<file path="src/rtl/if_id_fetch_stage_if.sv">
// Instruction-memory port between the fetch stage (master) and a combinational
// instruction memory (slave).
interface if_id_fetch_stage_if;
    logic [31:0] imem_addr;
    logic [31:0] imem_rdata;

    modport master (output imem_addr, input imem_rdata);
    modport slave  (input imem_addr, output imem_rdata);
endinterface

</file>
<file path="src/rtl/if_id_fetch_stage.sv">
// RV32I fetch stage with the IF/ID pipeline register: PC sequencing, Execute
// redirects, hazard stall/flush, and a sticky misaligned-target flag.
module if_id_fetch_stage #(
    parameter logic [31:0] RESET_PC  = 32'h0000_0000,
    parameter logic [31:0] NOP_INSTR = 32'h0000_0013
) (
    input  logic                       clk,
    input  logic                       rst,
    input  logic                       StallF,
    input  logic                       StallD,
    input  logic                       FlushD,
    input  logic                       PCSrcE,
    input  logic [31:0]                PCTargetE,
    if_id_fetch_stage_if.master        imem,
    output logic [31:0]                PCF,
    output logic [31:0]                instrD,
    output logic [31:0]                PCD,
    output logic [31:0]                PCPlus4D,
    output logic                       validD,
    output logic                       misaligned_err
);

    logic [31:0] pcf_q, pcf_d;
    logic [31:0] instr_q, instr_d;
    logic [31:0] pcd_q, pcd_d;
    logic [31:0] pcplus4d_q, pcplus4d_d;
    logic        valid_q, valid_d;
    logic        misal_q, misal_d;
    logic [31:0] pcplus4f;

    always_comb begin
        pcplus4f   = pcf_q + 32'd4;

        // Redirect beats StallF so a taken branch is never lost behind a stall
        pcf_d = pcf_q;
        if (PCSrcE)
            pcf_d = {PCTargetE[31:2], 2'b00};
        else if (!StallF)
            pcf_d = pcplus4f;

        instr_d    = instr_q;
        pcd_d      = pcd_q;
        pcplus4d_d = pcplus4d_q;
        valid_d    = valid_q;
        if (FlushD) begin
            instr_d    = NOP_INSTR;
            pcd_d      = '0;
            pcplus4d_d = '0;
            valid_d    = 1'b0;
        end else if (!StallD) begin
            instr_d    = imem.imem_rdata;
            pcd_d      = pcf_q;
            pcplus4d_d = pcplus4f;
            valid_d    = 1'b1;
        end

        misal_d = misal_q | (PCSrcE & (PCTargetE[1:0] != 2'b00));
    end

    always_ff @(posedge clk or posedge rst) begin
        if (rst) begin
            pcf_q      <= RESET_PC;
            instr_q    <= NOP_INSTR;
            pcd_q      <= '0;
            pcplus4d_q <= '0;
            valid_q    <= 1'b0;
            misal_q    <= 1'b0;
        end else begin
            pcf_q      <= pcf_d;
            instr_q    <= instr_d;
            pcd_q      <= pcd_d;
            pcplus4d_q <= pcplus4d_d;
            valid_q    <= valid_d;
            misal_q    <= misal_d;
        end
    end

    assign imem.imem_addr  = pcf_q;
    assign PCF             = pcf_q;
    assign instrD          = instr_q;
    assign PCD             = pcd_q;
    assign PCPlus4D        = pcplus4d_q;
    assign validD          = valid_q;
    assign misaligned_err  = misal_q;

endmodule

</file>
<file path="src/flat_wrapper.sv">
// flat-port wrapper written by rule: the top's interface ports become plain ports
module if_id_fetch_stage_flat 
#(
    parameter logic [31:0] RESET_PC  = 32'h0000_0000,
    parameter logic [31:0] NOP_INSTR = 32'h0000_0013
)
  (clk, rst, StallF, StallD, FlushD, PCSrcE, PCTargetE, PCF, instrD, PCD, PCPlus4D, validD, misaligned_err, imem_imem_addr, imem_imem_rdata);
  if_id_fetch_stage_if imem_i ();
  input  logic clk;
  input  logic rst;
  input  logic StallF;
  input  logic StallD;
  input  logic FlushD;
  input  logic PCSrcE;
  input  logic [31:0] PCTargetE;
  output logic [31:0] PCF;
  output logic [31:0] instrD;
  output logic [31:0] PCD;
  output logic [31:0] PCPlus4D;
  output logic validD;
  output logic misaligned_err;
  output wire logic [$bits(imem_i.imem_addr)-1:0] imem_imem_addr;
  input wire logic [$bits(imem_i.imem_rdata)-1:0] imem_imem_rdata;
  assign imem_imem_addr = imem_i.imem_addr;
  assign imem_i.imem_rdata = imem_imem_rdata;
  if_id_fetch_stage #(.RESET_PC(RESET_PC), .NOP_INSTR(NOP_INSTR)) u_core (.clk(clk), .rst(rst), .StallF(StallF), .StallD(StallD), .FlushD(FlushD), .PCSrcE(PCSrcE), .PCTargetE(PCTargetE), .imem(imem_i), .PCF(PCF), .instrD(instrD), .PCD(PCD), .PCPlus4D(PCPlus4D), .validD(validD), .misaligned_err(misaligned_err));
endmodule
</file>
<file path="config.mk">
export PLATFORM = sky130hd
export DESIGN_NAME = if_id_fetch_stage_flat
export DESIGN_NICKNAME = d
export VERILOG_FILES = /design/src/rtl/if_id_fetch_stage_if.sv /design/src/rtl/if_id_fetch_stage.sv /design/src/flat_wrapper.sv
export SDC_FILE = /design/constraint.sdc
export NUM_CORES = 1
export LEC_CHECK = 0
export BUFFER_PORTS_ARGS = -buffer_cell sky130_fd_sc_hd__buf_2
export CORE_ASPECT_RATIO = 0.5
export CORE_MARGIN = 10
export CORE_UTILIZATION = 45
export CTS_CLUSTER_DIAMETER = 40
export DETAILED_ROUTE_END_ITERATION = 10
export GPL_ROUTABILITY_DRIVEN = 0
export GPL_TIMING_DRIVEN = 0
export PLACE_DENSITY = 0.77
export SYNTH_ARGS = -nofsm -noshare
export SYNTH_HDL_FRONTEND = slang
export SYNTH_SLANG_ARGS = --single-unit
</file>
<file path="constraint.sdc">
create_clock -name clk -period 3.45 [get_ports clk]
set_clock_uncertainty 0.15 [all_clocks]
set_input_delay 0.345 -clock clk [delete_from_list [all_inputs] [get_ports clk]]
set_output_delay 0.345 -clock clk [all_outputs]
set_load 0.01 [all_outputs]
</file>
* After elaboration in Yosys (flattened, before gate mapping)
Cells that the tools add are included.
** Cells by class
- Add/sub/neg operators :: 1
- Multipliers :: 0
- Divide/modulo/power cells :: 0
- Magnitude comparators :: 0
- Eq/ne operators :: 2
- Shift-type cells :: 0
- Mux-type cells :: 10
- Bitwise operators :: 2
- Reductions and logical operators :: 1
** Operator list (number)
- $mux W32 :: 8
- $add A32 B3 Y32 const B :: 1
- $ne A2 B1 Y1 const B :: 2
- $mux W1 :: 2
- $reduce_bool A2 Y1 :: 1
- $and A1 B1 Y1 :: 1
- $or A1 B1 Y1 :: 1
** Storage, ports and cells
- Bits in registers :: 130
- Bits in latches :: 0
- RAM bits :: 0
- ROM bits :: 0
- Input port bits :: 70
- Output and inout port bits :: 162
- Logic and storage cells :: 22
- Memories kept :: 0

* Depth between registers and ports, before layout
- Word-level depth :: 3
- Mapped depth :: 7
- Gate-level depth less buffers :: 5

* Worst setup path before layout
No wires, ideal clock.
- Kind :: flip-flop to flip-flop
- Start :: register u_core.pcf_q[11] (netlist: u_core.PCF[11])
- End :: register u_core.pcf_q[31] (netlist: u_core.PCF[31])
- Setup time :: 0.082 ns
- Arrival :: 2.142 ns
- Required time :: 3.218 ns
- Slack :: 1.076 ns
- Stages on the path, launching flop included :: 8
- Buffers on the path :: 3
- Period minus slack after synthesis :: 2.374 ns
- Cells stage by stage :: dfrtp_1 > buf_2 > nand4_2 > buf_6 > or4_4 > buf_6 > or4_1 > a31oi_1
** On the way
- Word-level cells in the longest chain between the ends :: 3
** RTL lines
- start: declaration :: line if_id_fetch_stage.sv:23 : logic [31:0] pcf_q, pcf_d;
- start signal: assignment :: line if_id_fetch_stage.sv:69 : pcf_q <= pcf_d;
- $add A32 B3 Y32 :: line if_id_fetch_stage.sv:32 : pcplus4f = pcf_q + 32'd4;
- $mux W32 :: line if_id_fetch_stage.sv:38 : else if (!StallF)
- $mux W32 :: line if_id_fetch_stage.sv:36 : if (PCSrcE)
Every way passes these cells. The select of a mux whose other input is x is not followed.
A chain may end at the register's enable or synchronous reset.

* Worst setup path in the final report
- Start :: register u_core.pcf_q[3] (netlist: u_core.PCF[3])
- End :: register u_core.pcplus4d_q[30] (netlist: u_core.PCPlus4D[30])
** On the way
- Word-level cells in the longest chain between the ends :: 3
** RTL lines
- $add A32 B3 Y32 :: line if_id_fetch_stage.sv:32
- $mux W32 :: line if_id_fetch_stage.sv:50 : end else if (!StallD) begin
- $mux W32 :: line if_id_fetch_stage.sv:45 : if (FlushD) begin
- end signal: assignment :: line if_id_fetch_stage.sv:72 : pcplus4d_q <= pcplus4d_d;
- end: declaration :: line if_id_fetch_stage.sv:26 : logic [31:0] pcplus4d_q, pcplus4d_d;
Every way passes these cells. The select of a mux whose other input is x is not followed.

==> run metrics <==
Hold Crit Start=PCTargetE[7]; final setup TNS=0 ps; area grow syn2layout=35.9%; Hold WC Path Type=primary input to register; Final period util=0.865; R2R depth=6; post-CTS sizing=0; Synth Cell Area=6320 um^2; FP Rows=30; Async SR Flop Fraction=1.00; RSZ-0062 raised after global routing=false; n_diodes=0; first-pass GRT wire length=about 35000 um; die width=between 150 and 200 um; max incr delay on CP=around 930 ps; placed insts=between 1000 and 1500; Critical Path End=u_core.PCPlus4D[30]$_DFFE_PP0P_; Worst path top cell family by delay=simple AND/OR/NAND/NOR gates; post-CTS setup buffer count=0; TritonCTS Sinks=around 130; required time of the critical path=about 3600 ps; Placement Setup Slack=between 600 and 700 ps; Starting Density=0.464; vias per inst=5.47; launch point of the critical path=u_core.PCF[3]$_DFFE_PP0N_; top post-synthesis cells by count=122 x dfrtp_1, 104 x nor2_1, 59 x mux2i_1; hold buffer count at CTS=15; Leakage=approximately 4.2 nW; GR Util All Layers=0.220; vias post-DR=6061; worst-margin pin slew=~1000 ps; Routed Antenna Nets=0; count leader, synth=dfrtp_1; maximum clock rate=around 340 MHz; final hold vios=0; Post-synth EDFFs=0; Slowest-stage cell, CP=nor4_1; CP arrival=3130 ps; Reg clk slew, reported paths=around 60 ps; status=finished, final reports clean; hold path depth=3; CP Depth=6; CTS tree=built; global route overflow=0; drt drc=0; final worst slack=466 ps; pin count of the biggest net entering global routing=43; Die H=approximately 100 um; Final Power=4.50 mW; Fillers=1130; clock root cell=clkbuf_16; Critical Path Sink Type=register; Seq/Total Area, Yosys=0.496; Cell variety after synth=about 50; syn_area_per_cell=just under 10 um^2; Worst-Skew Late Latency=approximately 420 ps; maximum fanout along the worst path=10; Num CTS Buffers=17; # setup viols final=0; PD cells=around 520 nW/um^2; first drt pass iteration count=7; crit path cell chain=ha_1, nand3_1, clkbuf_1, nor4_1, a311oi_1, a2111oi_0; Worst Path Buf+Inv=1; Area contributors post-synth=dfrtp_1 48%, mux2i_1 9.4%, nor2_1 6.2%, buf_4 4.6%, xnor2_1 2.6%; initial antenna violation count=0; crit start category=register; IO Pins=around 230; Port Buffer Count=around 220; peak supply drop=about 0.00038 V; dpl cell area=7750 um^2; YS warnings=0; Finished Core Util=0.630; Die Footprint=19500 um^2; Routed WL per cell=between 15 and 20 um; #FFs+latches synth=125; core area=around 14000 um^2; post-synth top area cell=dfrtp_1; share of cells above drive strength 1=0.352; H-tree depth=4; DP Wirelength=15700 um; Finished Cell Area=8580 um^2; Worst Hold Margin=a little over 2 ps; Max Cap Viol=0; Clock Path Buffers=2; Mapped Cells=about 640; Slew Limit Headroom=0.318; Max Slew Vio Count=0; number of global-route vias before repair=slightly above 6000; DR iter-0 viols=477; Reg-to-Reg End=u_core.PCPlus4D[30]$_DFFE_PP0P_; Final Critical Period=around 3000 ps; Final #Nets=974; fin cells=around 1100; Setup CP Type=register to register; final wirelength=about 22000 um; Top FF cell, synth=dfrtp_1; post-synth top area share=0.483; R2R Setup Slk=approximately 470 ps; R2R Path Start=u_core.PCF[3]$_DFFE_PP0N_
routing by layer:
metal | track usage | share of wire | vias to the layer above | wire [um]
met5 | 0 | 0 | - | 0
met4 | 0.0891 | 0.029 | 0 | 635
met3 | 0.0666 | 0.084 | 62 | 1840
met2 | 0.367 | 0.49 | 301 | 10700
met1 | 0.258 | 0.39 | 2945 | 8590
li1 | - | - | 2753 | -
how the worst min path moves through the flow:
stage,end,slack [ps]
3_5_place_dp,u_core.PCD[23]$_DFFE_PP0P_,150
6_report,u_core.PCF[7]$_DFFE_PP0N_,2
3_3_place_gp,u_core.misaligned_err$_DFF_PP0_,290
5_1_grt,u_core.PCF[2]$_DFFE_PP0N_,3
2_1_floorplan,u_core.PCF[30]$_DFFE_PP0N_,310
4_1_cts,u_core.PCF[7]$_DFFE_PP0N_,0.6
logic make-up after synthesis:
group,share of synthesized area
AO/OA/AOI/OAI,0.103
XOR/XNOR,0.0333
adder cells (fa/ha/maj),0.00198
buffers and inverters,0.0921
flip-flops,0.496
multiplexers,0.0935
other,0.000594
AND/OR/NAND/NOR,0.180
tightest hold or removal path, stage by stage:
cell and delay, ps:
buf_2 80, nand2_1 40, o21ai_0 70
registers in the layout, summed over array words and instances, names as in the netlist:
register	count
u_core.PCD	30
u_core.validD	1
u_core.instrD	32
u_core.misaligned_err	1
u_core.PCPlus4D	31
u_core.PCF	30
placed cells by master (no fill, tap or decap), types with 18 or more instances in the layout:
cell,instances
buf_2,230
buf_4,39
clkbuf_1,36
dfrtp_1,122
mux2i_1,59
nand2_1,30
nor2_1,104
o21ai_0,30
or4_1,18
xnor2_1,19
final cells by class:
type,instances,area (um^2),area share
Inverter,11,45.0,0.00525
Tap cell,192,240,0.0280
Clock buffer,19,443,0.0516
Clock inverter,13,236,0.0276
Buffer,93,541,0.0630
Multi-Input combinational cell,413,2610,0.305
Sequential cell,125,3130,0.365
Timing Repair Buffer,242,1330,0.155
power breakdown:
| part | internal (mW) | switching, mW |
|---|---|---|
| clock | 1.38 | 0.699 |
| combinational | 0.321 | 0.428 |
| sequential | 1.58 | 0.0990 |
| total | 3.28 | 1.23 |
Note: power is estimated with default switching activity, not from simulation.
